===== config.mk =====
export PLATFORM = sky130hd
export DESIGN_NAME = branch_resolve
export DESIGN_NICKNAME = d
export VERILOG_FILES = /design/src/rtl/branch_resolve.sv
export SDC_FILE = /design/constraint.sdc
export NUM_CORES = 1
export LEC_CHECK = 0
export CAP_MARGIN = 10
export CORE_ASPECT_RATIO = 0.7
export CORE_MARGIN = 4
export CORE_UTILIZATION = 52
export CTS_BUF_LIST = sky130_fd_sc_hd__clkbuf_8
export DETAILED_ROUTE_END_ITERATION = 16
export GPL_TIMING_DRIVEN = 1
export PLACE_DENSITY = 0.89
export SYNTH_ARGS = -nofsm -noshare
export SYNTH_HDL_FRONTEND = slang
export SYNTH_SLANG_ARGS = --single-unit

===== constraint.sdc =====
create_clock -name clk -period 2.35 [get_ports clk]
set_input_delay 0.235 -clock clk [delete_from_list [all_inputs] [get_ports clk]]
set_output_delay 0.235 -clock clk [all_outputs]
set_load 0.05 [all_outputs]

===== src/rtl/branch_resolve.sv =====
// Branch resolver: resolves a conditional branch, reads/updates a 2-bit BHT, one-entry output register.
// Optional build macro BRANCH_RESOLVE_STATS_EN adds saturating branch/mispredict counters.
module branch_resolve #(
    parameter int XLEN      = 32,
    parameter int BHT_DEPTH = 16
) (
    input  logic            clk,
    input  logic            reset,
    input  logic            req_valid,
    output logic            req_ready,
    input  logic [2:0]      req_funct3,
    input  logic [XLEN-1:0] req_op_a,
    input  logic [XLEN-1:0] req_op_b,
    input  logic [XLEN-1:0] req_pc,
    output logic            rsp_valid,
    input  logic            rsp_ready,
    output logic            rsp_taken,
    output logic            rsp_pred,
    output logic            rsp_mispredict,
    output logic            rsp_illegal
`ifdef BRANCH_RESOLVE_STATS_EN
    ,
    output logic [31:0]     stat_branches,
    output logic [31:0]     stat_mispredicts
`endif
);

    localparam int IDX_W = $clog2(BHT_DEPTH);

    // Handshake: a request transfers on a rising edge where req_valid && req_ready;
    // a response transfers on a rising edge where rsp_valid && rsp_ready.
    logic [1:0]      r_bht [BHT_DEPTH];
    logic            r_rsp_valid;
    logic            r_rsp_taken;
    logic            r_rsp_pred;
    logic            r_rsp_mispredict;
    logic            r_rsp_illegal;

    logic            w_accept;
    logic            w_rsp_hs;
    logic [IDX_W-1:0] w_idx;
    logic [XLEN:0]   w_diff;
    logic            w_eq;
    logic            w_ltu;
    logic            w_lt;
    logic            w_taken;
    logic            w_illegal;
    logic [1:0]      w_cnt;
    logic [1:0]      w_cnt_next;
    logic            w_pred;
    logic            w_unused_pc;

    assign req_ready = !r_rsp_valid || rsp_ready;
    assign w_accept  = req_valid && req_ready;
    assign w_rsp_hs  = r_rsp_valid && rsp_ready;

    assign w_idx       = req_pc[IDX_W+1:2];
    assign w_unused_pc = ^{req_pc[XLEN-1:IDX_W+2], req_pc[1:0]};

    // Single unsigned subtract; the extra top bit is the borrow.
    assign w_diff = {1'b0, req_op_a} - {1'b0, req_op_b};
    assign w_eq   = (w_diff[XLEN-1:0] == '0);
    assign w_ltu  = w_diff[XLEN];
    assign w_lt   = (req_op_a[XLEN-1] != req_op_b[XLEN-1]) ? req_op_a[XLEN-1] : w_ltu;

    always_comb begin
        w_taken   = 1'b0;
        w_illegal = 1'b0;
        case (req_funct3)
            3'b000:  w_taken = w_eq;
            3'b001:  w_taken = !w_eq;
            3'b100:  w_taken = w_lt;
            3'b101:  w_taken = !w_lt;
            3'b110:  w_taken = w_ltu;
            3'b111:  w_taken = !w_ltu;
            default: w_illegal = 1'b1;
        endcase
    end

    assign w_cnt  = r_bht[w_idx];
    assign w_pred = w_cnt[1];

    always_comb begin
        w_cnt_next = w_cnt;
        if (w_taken) begin
            if (w_cnt != 2'b11) begin
                w_cnt_next = w_cnt + 2'd1;
            end
        end else begin
            if (w_cnt != 2'b00) begin
                w_cnt_next = w_cnt - 2'd1;
            end
        end
    end

    // The table is written on the accepting edge, so a back-to-back request to
    // the same entry already sees the updated counter.
    always_ff @(posedge clk or posedge reset) begin
        if (reset) begin
            for (int i = 0; i < BHT_DEPTH; i++) begin
                r_bht[i] <= 2'b01;
            end
        end else if (w_accept && !w_illegal) begin
            r_bht[w_idx] <= w_cnt_next;
        end
    end

    always_ff @(posedge clk or posedge reset) begin
        if (reset) begin
            r_rsp_valid      <= 1'b0;
            r_rsp_taken      <= 1'b0;
            r_rsp_pred       <= 1'b0;
            r_rsp_mispredict <= 1'b0;
            r_rsp_illegal    <= 1'b0;
        end else if (w_accept) begin
            r_rsp_valid      <= 1'b1;
            r_rsp_taken      <= w_taken;
            r_rsp_pred       <= w_pred;
            r_rsp_mispredict <= !w_illegal && (w_taken ^ w_pred);
            r_rsp_illegal    <= w_illegal;
        end else if (w_rsp_hs) begin
            r_rsp_valid      <= 1'b0;
        end
    end

    assign rsp_valid      = r_rsp_valid;
    assign rsp_taken      = r_rsp_taken;
    assign rsp_pred       = r_rsp_pred;
    assign rsp_mispredict = r_rsp_mispredict;
    assign rsp_illegal    = r_rsp_illegal;

`ifdef BRANCH_RESOLVE_STATS_EN
    logic [31:0] r_stat_branches;
    logic [31:0] r_stat_mispredicts;

    // Only legal responses that actually leave the block are counted.
    always_ff @(posedge clk or posedge reset) begin
        if (reset) begin
            r_stat_branches    <= '0;
            r_stat_mispredicts <= '0;
        end else if (w_rsp_hs && !r_rsp_illegal) begin
            if (r_stat_branches != 32'hFFFF_FFFF) begin
                r_stat_branches <= r_stat_branches + 32'd1;
            end
            if (r_rsp_mispredict && (r_stat_mispredicts != 32'hFFFF_FFFF)) begin
                r_stat_mispredicts <= r_stat_mispredicts + 32'd1;
            end
        end
    end

    assign stat_branches    = r_stat_branches;
    assign stat_mispredicts = r_stat_mispredicts;
`endif

endmodule


==> summary.txt, run 1 <==
Yosys
  • Post-synth EDFFs: 0
  • Synthesized Nets: about 630
  • Yosys warning total: 0
  • Synth Flop Type: dfrtp_1
  • Seq cells post-synth: 37
  • Share of synthesized registers carrying an async set or reset: 100%
  • Cell taking the most area after synthesis: dfrtp_1
  • Synthesized area per cell: 8.62 um2
  • Post-Syn Area: 0.00423 mm2
  • Synth top area cells: dfrtp_1, dfstp_2, ha_1, mux2_2, mux4_2
  • Netlist cell types: around 80
  • Register area share after synthesis: 22.3%
  • Synth top area share: roughly 12%
  • Post-synthesis cell count: 491

Run status
  • Result of the run: stopped before the end
  • Error Message: [ERROR GRT-0116] Global routing finished with congestion. Check the congestion regions in the DRC Viewer.
  • Halt Stage: global routing

Die
  • Die Span X: between 100 and 150 um
  • Die Y: around 83 um
  • Initial Util: 53.6%
  • Placement row count: 27
  • I/O Pins: around 110

Clocking
  • Clock Path Buffers: 2
  • Root buf cell: clkbuf_8
  • Clk sinks: 37
  • CTS hold repair buffers: 0
  • H-tree Lvls: 2
  • CTS buffer count: 5

Global route
  • Tot GR Track Use: 59.1%
  • Pin count of the biggest net entering global routing: 38
  • Vias in the first global route: 6,992
  • GR Overflow Total: 6
  • First-pass GRT wire length: 42,500 um

Placement
  • Placed cell count: 776
  • Hpwl dp: 12,100 um
  • GP Congestion: 0.984
  • Port Buf Inserts: 80
-- cells in the mapped netlist (5+ instances only) --
cell type,instances
nand4_1,12
mux2_2,33
a21oi_1,36
o21ai_0,19
nor2_1,52
a21o_1,10
a211oi_1,6
xor2_1,8
dfstp_2,16
nand2b_1,6
ha_1,32
mux4_2,10
dfrtp_1,21
or3_1,5
buf_6,10
nand2_1,40
o21a_1,7
nor2b_1,6
nand3_1,9
inv_1,42
nor3_1,7
mux2i_1,6
a21boi_0,5
-- kinds of logic after synthesis --
kind of cell,after synthesis,share of synthesized area [%]
xor+xnor,12,2.48
flops,37,22.3
compound gates,131,22.4
buf+inv,63,7.68
mux,50,15.9
fa+ha+maj,33,9.93
simple gates,165,19.3
-- per-stage QoR --
stage                     cell area [um2]  worst slack, ns
after CTS                            7320            -1.44
after floorplan                      4360            -1.35
after detailed placement             6060            -2.38
after global placement               6060            -2.11
-- timing repair --
action | in CTS
pin swaps | 85
endpoints found under the setup margin | 34
buffers inserted | 43
resized for setup | 232
gates cloned | 1
-- layer usage --
metal | GRT usage, % | overflow
met1 | 59.4 | 0
met2 | 75.6 | 1
met3 | 45.9 | 0
met4 | 52.8 | 5
met5 | 15.0 | 0
==> run 2, diff against run 1 <==
==> config.mk (replaced) <==
export PLATFORM = sky130hd
export DESIGN_NAME = branch_resolve
export DESIGN_NICKNAME = d
export VERILOG_FILES = /design/src/rtl/branch_resolve.sv
export SDC_FILE = /design/constraint.sdc
export NUM_CORES = 1
export LEC_CHECK = 0
export CAP_MARGIN = 10
export CORE_MARGIN = 4
export CORE_UTILIZATION = 40
export DETAILED_ROUTE_END_ITERATION = 16
export GPL_TIMING_DRIVEN = 1
export PLACE_DENSITY_LB_ADDON = 0.15
export SYNTH_ARGS = -nofsm -noshare
export SYNTH_HDL_FRONTEND = slang
export SYNTH_SLANG_ARGS = --single-unit
==> run 2 against run 1 <==
Against the previous run:
- the flow now finishes, with violations (negative setup slack)
- synthesized area is the same
- synthesized cell count did not move
==> summary.txt, run 2 <==
Die
  • Core ar.: 0.0103 mm2
  • Die area: 0.0123 mm2
  • I/O Pins: 109 (unchanged)
  • Die Span X: 111 um (-4.3%)
  • Die Y: 111 um (+33%)
  • Placement row count: 37 (+37%)
  • Initial Util: 41.0% (-13 points)

Setup path
  • Worst R2R Start: r_bht[24]
  • Critical Path End: r_bht[29]
  • R2R Path End: r_bht[29]
  • R2R Setup Slk: -0.10 ns
  • Critical path class: primary input to flop
  • FF-to-FF path depth: 6
  • CP startpoint: req_op_a[0]
  • CP Max Fanout: 8
  • WP data required: about 2.5 ns
  • Type of origin of the critical path: primary input
  • Worst EP arrival: 3.99 ns
  • Crit. End Element: flop

Yosys
  • Cell taking the most area after synthesis: dfrtp_1
  • Top post-synthesis cells by count: nor2_1, inv_1, nand2_1
  • Post-synthesis cell count: 491 (unchanged)
  • Most numerous cell in the Yosys netlist: nor2_1
  • Netlist cell types: 79 (unchanged)
  • Yosys warning total: 0 (unchanged)
  • Register area share after synthesis: 22.3% (unchanged)
  • Seq cells post-synth: 37 (unchanged)
  • Synthesized area per cell: 8.62 um2 (unchanged)
  • Synthesized Nets: 627 (unchanged)
  • Synth top area cells: dfrtp_1, dfstp_2, ha_1, mux2_2, mux4_2
  • Synth Flop Type: dfrtp_1
  • Post-Syn Area: 0.00423 mm2 (unchanged)
  • Share of synthesized registers carrying an async set or reset: 100% (unchanged)
  • Synth top area share: 12.4% (unchanged)
  • Post-synth EDFFs: 0 (unchanged)

Final layout
  • Reg area: 946 um2
  • Most frequent cells in the layout: buf_4, nor2_1, dlygate4sd2_1, nand2_1, clkdlybuf4s50_1
  • Antenna Cells: 0
  • Nets: 843
  • Multi-input logic area: between 0.003 and 0.004 mm2
  • Fin area: 0.00714 mm2
  • Max FFs per register: 32
  • Fillcell total: ~830
  • Layout Area Growth over Synthesis: 68.7%
  • Layout cell share with drive strength beyond 1: 49.0%
  • Most flop-heavy register: r_bht
  • Most common cell after layout, fill and taps aside: buf_4

STA
  • Worst slew pin tran: 0.497 ns
  • Fin crit period: roughly 3.8 ns
  • Final Cycle Share: 162%
  • Relative slew slack: 66.8%
  • Peak Freq: between 200 and 300 MHz
  • Worst clock skew: 0.00491 ns
  • Setup TNS: -47.68 ns
  • Unrepaired setup endpoints after global routing: yes
  • Final hold viol count: 0
  • Final WS setup: -1.45 ns
  • # setup viols final: 34
  • Max Slew Vio Count: 0

Placement
  • Area after DPL: 0.00612 mm2 (+1.1%)
  • GP Congestion: 0.890 (-9.6%)
  • Port Buf Inserts: 80 (unchanged)
  • Hpwl dp: 10,300 um (-15%)

Pwr
  • P_int: 1.92 mW
  • Comb pwr share: 57.8%
  • Sequential Power Share: between 20% and 30%
  • NetSw: 1.12 mW
  • Power share of the clock group: approximately 14%
  • Power Dens Cells: 425 mW/mm2
  • Pleak: ~3.1 nW
  • Peak supply drop: ~0.26 mV
  • Switching fraction of total power: around 37%

Global route
  • Tot GR Track Use: between 20 and 25%
  • Pin count of the biggest net entering global routing: 38
  • Vias in the first global route: 4,977
  • First-pass GRT wire length: roughly 24,000 um
  • GR Overflow Total: 0
  • Antenna violations before repair: 0

Clocking
  • Root buf cell: clkbuf_8
  • Clk sinks: 37 (unchanged)
  • Skew-Pair Late Insertion Delay: a little under 0.3 ns
  • Clock Pin Slew Worst Setup and Hold Paths: 0.07 ns
  • Clock Path Buffers: 2 (unchanged)
  • CTS tree: built
  • H-tree Lvls: 2 (unchanged)
  • CTS hold repair buffers: 0 (unchanged)
  • CTS buffer count: 5 (unchanged)

Min path
  • Worst min path class: primary input to asynchronous set/reset pin

Route
  • Final ANT Viol Nets: 0
  • Wire per inst: 16.5 um
  • Initial DRT Pass Iterations: 4
  • WL met2: 6890 um
  • WL final: 13,900 um
  • Vias per cell: about 5.5
  • 1st-iter DRT viols: 225
  • # DRC: 0
  • DR vias: 4,628
  • Metal3 WL: about 600 um
  • Highest Signal Layer: met4
  • WL met1: 6190 um

Flow run
  • Max Cap Viol: 0

Run status
  • Result of the run: complete, but fails checks
  • Failing checks: negative setup slack
==> run 2: cell counts after synthesis <==
No cell type changed its count.
==> run 2: worst min path at each step <==
stage | from | to | slack (ns) | cells past startpoint
final | reset | r_bht[9] | 0.33 | 3
after global routing | reset | r_bht[13] | 0.39 | 3
after CTS | reset | r_bht[13] | 0.35 | 3
after detailed placement | rsp_pred | rsp_pred | 0.47 | 2
after global placement | rsp_pred | rsp_pred | 0.46 | 2
after floorplan | req_valid | rsp_valid | 0.34 | 1
==> run 2: cell families after synthesis <==
family	after synthesis	share of synthesized area (%)
simple gates	165	19.3
compound gates	131	22.4
buf+inv	63	7.68
mux	50	15.9
flops	37	22.3
fa+ha+maj	33	9.93
xor+xnor	12	2.48
==> run 2: what timing repair did <==
| item | in CTS | in global routing |
|---|---|---|
| hold endpoints to repair | 0 | 0 |
| gates cloned | 2 | 0 |
| endpoints found under the setup margin | 34 | 34 |
| resized for setup | 201 | 19 |
| buffers inserted | 22 | 2 |
| pin swaps | 74 | 18 |
==> run 2: layout make-up <==
type | count | share of cell area [%]
Clock inverter | 2 | 0.140
Multi-Input combinational cell | 393 | 53.7
Sequential cell | 37 | 13.2
Clock buffer | 6 | 1.02
Inverter | 42 | 2.31
Timing Repair Buffer | 228 | 27.3
Tap cell | 136 | 2.38
==> run 2: metrics by stage <==
stage / hold WS [ns] / worst slack, ns / util (%) / instances / total power [mW]
floorplan: 0.343 / -1.35 / - / 491 / 1.69
global placement: 0.460 / -2.15 / 59.3 / 812 / 2.25
detailed placement: 0.471 / -2.25 / 59.3 / 812 / 2.28
CTS: 0.350 / -1.41 / 68.3 / 842 / 2.98
global route: 0.392 / -1.61 / 69.2 / 844 / 3.22
finish: 0.333 / -1.45 / 69.2 / 844 / 3.04
==> run 2: worst max-delay path: stages <==
cell and delay (ns):
buf_8 0.08, inv_8 0.03, ha_4 0.15, fa_2 0.36
nand2b_4 0.17, a211oi_4 0.35, o21ai_2 0.11, a22oi_2 0.30
nand3_1 0.15, a211oi_2 0.20, nand4_1 0.16, or4b_4 0.52
o31a_1 0.32, o211ai_4 0.18, buf_12 0.16, a31oi_4 0.16
mux2_4 0.32
==> run 2: per-layer routing <==
metal  vias to the layer above  global-route usage (%)
met1                      2246                    29.6
met3                        28                    3.38
met5                         -                       0
met2                       121                    39.8
li1                       2233                       -
met4                         0                    6.24
==> run 2: power by group through the flow <==
stage	Sequential, mW	Clock, mW	Combinational [mW]
3_5_place_dp	0.852	0	1.42
3_3_place_gp	0.844	0	1.40
4_1_cts	0.845	0.440	1.70
6_report	0.847	0.433	1.76
5_1_grt	0.858	0.473	1.89
2_1_floorplan	0.866	0	0.827
(Power assumes the default switching activity.)
